[config.mk]
export PLATFORM = sky130hd
export DESIGN_NAME = pipe_stage_reg
export DESIGN_NICKNAME = d
export VERILOG_FILES = /design/src/rtl/pipe_stage_reg.sv
export SDC_FILE = /design/constraint.sdc
export NUM_CORES = 1
export LEC_CHECK = 0
export ABC_CLOCK_PERIOD_IN_PS = 2000
export BUFFER_PORTS_ARGS = -buffer_cell sky130_fd_sc_hd__buf_4
export CAP_MARGIN = 20
export CORE_ASPECT_RATIO = 1.4
export CORE_MARGIN = 2
export CORE_UTILIZATION = 55
export CTS_CLUSTER_DIAMETER = 200
export CTS_CLUSTER_SIZE = 14
export DETAILED_ROUTE_END_ITERATION = 8
export PLACE_DENSITY = 0.88
export SLEW_MARGIN = 30
export SYNTH_ARGS = -nofsm -noshare
export SYNTH_HDL_FRONTEND = slang
export SYNTH_SLANG_ARGS = --single-unit
[constraint.sdc]
create_clock -name clk -period 2 [get_ports clk]
set_input_delay 0.1 -clock clk [delete_from_list [all_inputs] [get_ports clk]]
set_output_delay 0.1 -clock clk [all_outputs]
set_load 0.02 [all_outputs]
[src/rtl/pipe_stage_reg.sv]
// pipe_stage_reg: valid/ready pipeline stage register with a 2-entry skid buffer, flush and exception redirect; define PIPE_STALL_CNT_EN to add the stall_cnt output
module pipe_stage_reg #(
  parameter int INSTR_W = 32,
  parameter int PC_W = 32,
  parameter int EXC_W = 5,
  parameter logic [PC_W-1:0] HANDLER_PC = 32'h0000_4180
) (
  input  logic               clk,
  input  logic               reset,
  input  logic               in_valid,
  output logic               in_ready,
  input  logic [INSTR_W-1:0] in_instr,
  input  logic [PC_W-1:0]    in_pc,
  input  logic [EXC_W-1:0]   in_exc,
  input  logic               in_bd,
  output logic               out_valid,
  input  logic               out_ready,
  output logic [INSTR_W-1:0] out_instr,
  output logic [PC_W-1:0]    out_pc,
  output logic [EXC_W-1:0]   out_exc,
  output logic               out_bd,
  input  logic               flush,
  input  logic               req,
`ifdef PIPE_STALL_CNT_EN
  output logic [15:0]        stall_cnt,
`endif
  output logic [1:0]         count
);
  typedef struct packed {
    logic [INSTR_W-1:0] instr;
    logic [PC_W-1:0]    pc;
    logic [EXC_W-1:0]   exc;
    logic               bd;
  } entry_t;
  entry_t h_q, h_d, s_q, s_d, in_e;
  logic [1:0] count_q, count_d;
  logic in_ready_q, in_ready_d;
  logic acc, emt;
  assign in_e = '{instr: in_instr, pc: in_pc, exc: in_exc, bd: in_bd};
  assign acc = in_valid & in_ready_q;
  assign emt = out_valid & out_ready;
  assign out_valid = count_q != 2'd0;
  assign out_instr = out_valid ? h_q.instr : '0;
  assign out_exc = out_valid ? h_q.exc : '0;
  assign out_bd = out_valid & h_q.bd;
  assign out_pc = h_q.pc;
  assign in_ready = in_ready_q;
  assign count = count_q;
  // next head/skid/occupancy: req beats flush beats the handshake; bubble PC survives a flush
  always_comb begin
    h_d = h_q;
    s_d = s_q;
    count_d = count_q;
    if (req) begin
      count_d = 2'd0;
      h_d = '0;
      h_d.pc = HANDLER_PC;
      s_d = '0;
    end else if (flush) begin
      count_d = 2'd0;
      h_d = '0;
      h_d.pc = h_q.pc;
      s_d = '0;
    end else begin
      case (count_q)
        2'd0: if (acc) begin
          h_d = in_e;
          count_d = 2'd1;
        end
        2'd1: if (acc && emt) h_d = in_e;
          else if (acc) begin
            s_d = in_e;
            count_d = 2'd2;
          end else if (emt) count_d = 2'd0;
        default: if (emt) begin
          h_d = s_q;
          count_d = 2'd1;
        end
      endcase
    end
    in_ready_d = count_d != 2'd2;
  end
  // state registers; in_ready is registered off the next occupancy
  always_ff @(posedge clk or negedge reset) begin
    if (!reset) begin
      h_q <= '0;
      s_q <= '0;
      count_q <= 2'd0;
      in_ready_q <= 1'b1;
    end else begin
      h_q <= h_d;
      s_q <= s_d;
      count_q <= count_d;
      in_ready_q <= in_ready_d;
    end
  end
`ifdef PIPE_STALL_CNT_EN
  logic [15:0] stall_q, stall_d;
  assign stall_cnt = stall_q;
  // saturating count of cycles the head waits on downstream; flush leaves it alone
  always_comb begin
    stall_d = req ? 16'd0 : (out_valid && !out_ready && stall_q != 16'hFFFF) ? stall_q + 16'd1 : stall_q;
  end
  // stall counter register
  always_ff @(posedge clk or negedge reset) begin
    if (!reset) stall_q <= 16'd0;
    else stall_q <= stall_d;
  end
`endif
endmodule

## Yosys cells after proc, flatten, opt, wreduce, memory -nomap -nowiden

Index checks and enable logic that the tools add are counted.
Widths: inputs -> output; s select.

| cells by class | value |
|---|---|
| reduce and logical (&&, ||, !) cells | 10 |
| muxes and demuxes | 20 |
| bitwise gates (word level) | 3 |
| eq/ne operators | 8 |

Operators by type and width:

| operator | number |
|---|---|
| $mux 70 | 9 |
| $pmux 70 s2 | 1 |
| $mux 32 | 1 |
| $mux 2 | 7 |
| $ne 3x3->1 const B | 3 |
| $ne 4x4->1 const B | 2 |
| $reduce_and 3->1 | 2 |
| $reduce_bool 3->1 | 2 |
| $mux 5 | 1 |
| $reduce_bool 5->1 | 1 |
| $pmux 2 s2 | 1 |
| $reduce_and 4->1 | 1 |
| $reduce_bool 4->1 | 1 |
| $and 1x1->1 | 3 |
| $eq 2x1->1 const B | 1 |
| $logic_not 2->1 | 1 |
| $ne 2x1->1 const B | 1 |
| $ne 2x2->1 const B | 1 |
| $reduce_bool 2->1 | 1 |
| $logic_and 1x1->1 | 1 |

| storage, ports and cells | value |
|---|---|
| input port bits | 76 |
| bits in registers | 143 |
| output and inout port bits | 74 |
| logic and storage cells | 51 |

## Longest topological paths before layout

| depth | value |
|---|---|
| word-level depth | 9 |
| depth in mapped cells | 6 |
| gate-level depth less buffers | 3 |

## Worst setup path after synthesis

Ideal clock, no wire load.

| timing | value |
|---|---|
| kind | flip-flop to flip-flop |
| start | reg count_q[1], in the netlist count[1] |
| end | reg h_q, in the netlist out_pc[11] |
| clock period less this slack | 1557 ps |
| buffers on the path | 3 |
| arrival time | 1412 ps |
| library setup time | 145 ps |
| data required time | 1855 ps |
| stages on the path, launching flop included | 7 |
| path slack | 443 ps |
| cell sequence | dfrtp_1 buf_6 buf_8 buf_12 mux2i_1 nand4_1 nor3b_2 |

| between the ends | value |
|---|---|
| cells in the longest elaborated chain, start to end | 5 |
| elaborated cells between the ends (all ways) | 12 |
| classes of those cells | eq/ne (3); mux (3); bitwise (1); reduce/logical (5) |

RTL lines:

| element | RTL line | RTL |
|---|---|---|
| from (decl) | 36 | `logic [1:0] count_q, count_d;` |
| from (signal assigned) | 93 | `count_q <= count_d;` |
| $reduce_bool 2->1 | 42 | `assign out_valid = count_q != 2'd0;` |
| $and 1x1->1 | 41 | `assign emt = out_valid & out_ready;` |
| $logic_and 1x1->1 | 70 | `2'd1: if (acc && emt) h_d = in_e;` |
| $ne 3x3->1 (no line) | - |  |
| $reduce_and 4->1 (no line) | - |  |
| to (signal assigned) | 86 | `h_q <= '0;` |
| to (signal assigned) | 91 | `h_q <= h_d;` |
| to (decl) | 35 | `entry_t h_q, h_d, s_q, s_d, in_e;` |

Parallel ways exist; a longest one is shown, timed or not. The select of a mux whose other input is x is not followed.
A chain may end at the register's enable or synchronous reset.

## Worst setup path after layout

| timing | value |
|---|---|
| start | reg count_q[1], in the netlist count[1] |
| end | out out_instr[6] |

| between the ends | value |
|---|---|
| cells in the longest elaborated chain, start to end | 2 |

RTL lines:

| element | RTL line | RTL |
|---|---|---|
| $reduce_bool 2->1 | 42 |  |
| $mux 32 | 43 | `assign out_instr = out_valid ? h_q.instr : '0;` |
| to (decl) | 18 | `output logic [INSTR_W-1:0] out_instr,` |

Every way passes these cells.

==> run summary <==
In the routed design, unresolved DRC markers number 0. The most common cell in the synthesized netlist is dfrtp_1. The transition time at the pin with the least slew margin is 0.794 ns. The aggregate global-route resource usage came out at 0.295. The synthesized netlist net count is 887.

The per-cell via count in the routed design is 6.03. The core box area came out at 14300 sq um. The number of setup violations in the final report came out at 0. The total iterations of the first detailed-routing run is 5. The floorplan step set the die height to 146 microns. The number of buffers inserted during clock tree synthesis is 17.

The leakage power summed over all cells is 0.00431 uW. The die covers 15400 sq um. After routing, the total negative slack on setup checks comes to 0 ns.

The worst setup path category is reg -> out. After the last flow step, the layout net total stands at 1032. Entering global routing, the biggest net connects 60 pins. The run finished with clean final reports.

The register area came out at 3580 sq um. The maximum fanout along the worst path came out at 39. The residual overflow from global routing came out at 0. The worst pin sits at a relative slew slack of 0.471. The shortest period the worst path allows is 1.88 ns. The share of the yosys chip area belonging to registers is 0.451. The total chip power came out at 7710 uW. The clock transition time at the flip-flop clock pins of the worst setup and hold paths is 0.06 ns.

The floorplan step set the die width to 106 microns. The number of design-rule violations left by the first detailed-router iteration is 597. Clock skew on the completed layout was measured at 0.00980 ns. The number of antenna violations at the first check in global routing is 1. Setup repair after global routing left no endpoint under its margin. The commonest cells after synthesis are dfrtp_1, nand2_1, nand3_1, o21ai_0.

TritonCTS built the clock tree. The wire length of the first global-routing pass is 36600 microns. The number of global-route vias before repair came out at 7257. In the synthesized netlist, the number of instances is 811.

The share of the synthesized area in the top cell type came out at 0.447. The maximum clock frequency came out at 0.533 GHz. The total I/O pin count is 150. Across the run, the number of max-cap violations was 0. The clock sink count came out at 143. The worst setup path is launched from a flip-flop.

The number of vias after detailed routing came out at 6984. The predominant post-synthesis flop cell is dfrtp_1. The library cell used as clock root buffer is clkbuf_16. The total count of hold-check failures in the final report came out at 0. The final number of max-transition violations is 0. The power per cell area came out at 749 nW/um^2. VDD sags by at most 0.487 mV. Measured in cells, the most critical reg-to-reg path has a length of 4. The number of input and output port buffers inserted is 149.

Yosys attributes the largest share of cell area to dfrtp_1, mux2i_1, mux2_2. STA puts the critical path data required time at 1.90 ns. The detailed placer's ending HPWL came out at 12700 microns. The synthesized design contains 0 enable-type register cells. In the final layout, the multi-input gates occupy 3610 sq um. The netlist uses 34 different library cells. Synthesis inferred 143 register bits. The initial standard-cell utilization of the core came out at 0.555. The worst min-delay path category is in -> reg. The hold-critical path depth is 3. The count of nets left with antenna violations once routing finished came out at 0. The number of warnings reported in the yosys synthesis log came out at 0. Of the cells placed in the final design, the portion with a size suffix greater than 1 is 0.289. The cell area reported after detailed placement is 8900 sq um. The number of H-tree levels is 4. The clock passes through at most 2 buffers.

The post-route fraction of the period consumed by the critical path came out at 0.938. The insertion delay to the later sink of the worst-skew pair is 0.42 ns. The share of synthesized flip-flops with an asynchronous set or reset came out at 1.00. Row generation in the floorplan step produced 52 rows. The relative area change from synthesis to final layout came out at 29.7%. The data arrival at the endpoint of the critical path is 1.78 ns.

The filler cell count in the final layout is 971. Summing every instance area after synthesis gives 7940 sq um. The final instance area came out at 10300 sq um. The post-cts gate resize count came out at 0. The wire length reported by the detailed router came out at 22400 microns. The average wire per standard cell is 19.3 microns. The synthesized area divided by synthesized cell count came out at 9.79 sq um. The final estimated routing congestion in global placement came out at 0.807. At the end of the flow the core is filled with cells to 0.720.

The worst setup path is captured at a primary output. dfrtp_1 takes more of the synthesized area than any other cell.
final cells by class:
cell class | instances | area share
Inverter | 4 | 0.00146
Sequential cell | 143 | 0.348
Multi-Input combinational cell | 546 | 0.351
Clock inverter | 13 | 0.0228
Antenna cell | 1 | 0.000243
Clock buffer | 19 | 0.0440
Tap cell | 189 | 0.0230
Timing Repair Buffer | 244 | 0.210
layout by cell type, fill, tap and decap left out, drive strengths merged, types with 2 or more instances in the layout:
cell / Yosys / routed
a211oi: 3 / 3
a21o: 2 / 2
a21oi: 71 / 71
a31oi: 30 / 30
buf: 87 / 173
bufinv: 0 / 6
clkbuf: 31 / 19
clkinv: 0 / 5
clkinvlp: 0 / 2
dfrtp: 142 / 142
dlygate4sd3: 0 / 71
inv: 4 / 4
mux2: 38 / 38
mux2i: 70 / 70
nand2: 77 / 77
nand3: 71 / 71
nand4: 30 / 30
nor2: 5 / 5
nor2b: 41 / 41
nor3b: 29 / 29
o21ai: 71 / 71
metal layers:
layer / track usage / wire length [microns] / up-vias
li1: - / - / 3130
met1: 0.361 / 8610 / 3477
met2: 0.510 / 11900 / 312
met3: 0.0446 / 1130 / 65
met4: 0.140 / 818 / 0
met5: 0 / 0 / -
sequential cells by signal, summed over array words and instances (netlist names):
name	cells
s_q	70
out_pc	32
count	2
in_ready	1
h_q	38
repair_timing:
| action | CTS | global route |
|---|---|---|
| hold buffers | 71 | 0 |
| endpoints found under the hold margin | 122 | 0 |
| buffers inserted | 0 | 0 |
worst max-delay path: stages, from the launching register on:
cell and delay, ns:
dfrtp_4 0.61, nor2_2 0.08, buf_12 0.19, nor2b_1 0.26, buf_4 0.20
cells by family (layout without fill, tap and decap cells):
| group | count (synthesis) | after routing | share of synthesized area |
|---|---|---|---|
| and+or+nand+nor | 258 | 258 | 0.188 |
| other | 0 | 1 | 0 |
| buffers and inverters | 122 | 280 | 0.0956 |
| DFF | 143 | 143 | 0.451 |
| AOI/OAI and AO/OA | 180 | 180 | 0.124 |
| muxes | 108 | 108 | 0.142 |
power breakdown:
part | leakage (uW) | internal [uW] | switching, uW | total [uW]
registers | 0.00194 | 2980 | 55.0 | 3030
clock network | 0.000329 | 2410 | 1270 | 3680
logic | 0.00204 | 471 | 523 | 994
stage by stage:
stage | hold slack (ns) | setup slack (ns) | cells
final | 0.0292 | 0.125 | 1159
after global routing | 0.0250 | 0.0787 | 1159
after CTS | 0.0213 | 0.141 | 1158
after detailed placement | 0.0952 | 0.328 | 1055
after global placement | 0.0952 | 0.401 | 1055
after floorplan | -0.196 | 0.443 | 811
path summary, 6_finish.rpt:
kind / to / start / slack, ns
min in group asynchronous: s_q[62] / reset / 0.21
setup / recovery: out_instr[6] / count[1] / 0.12
hold / removal: s_q[63] / in_instr[25] / 0.03
hold reg to reg: h_q[66] / h_q[66] / 0.54
max in group asynchronous: s_q[23] / reset / 1.07
setup reg to reg: h_q[61] / count[1] / 0.25
(Power assumes the default switching activity.)
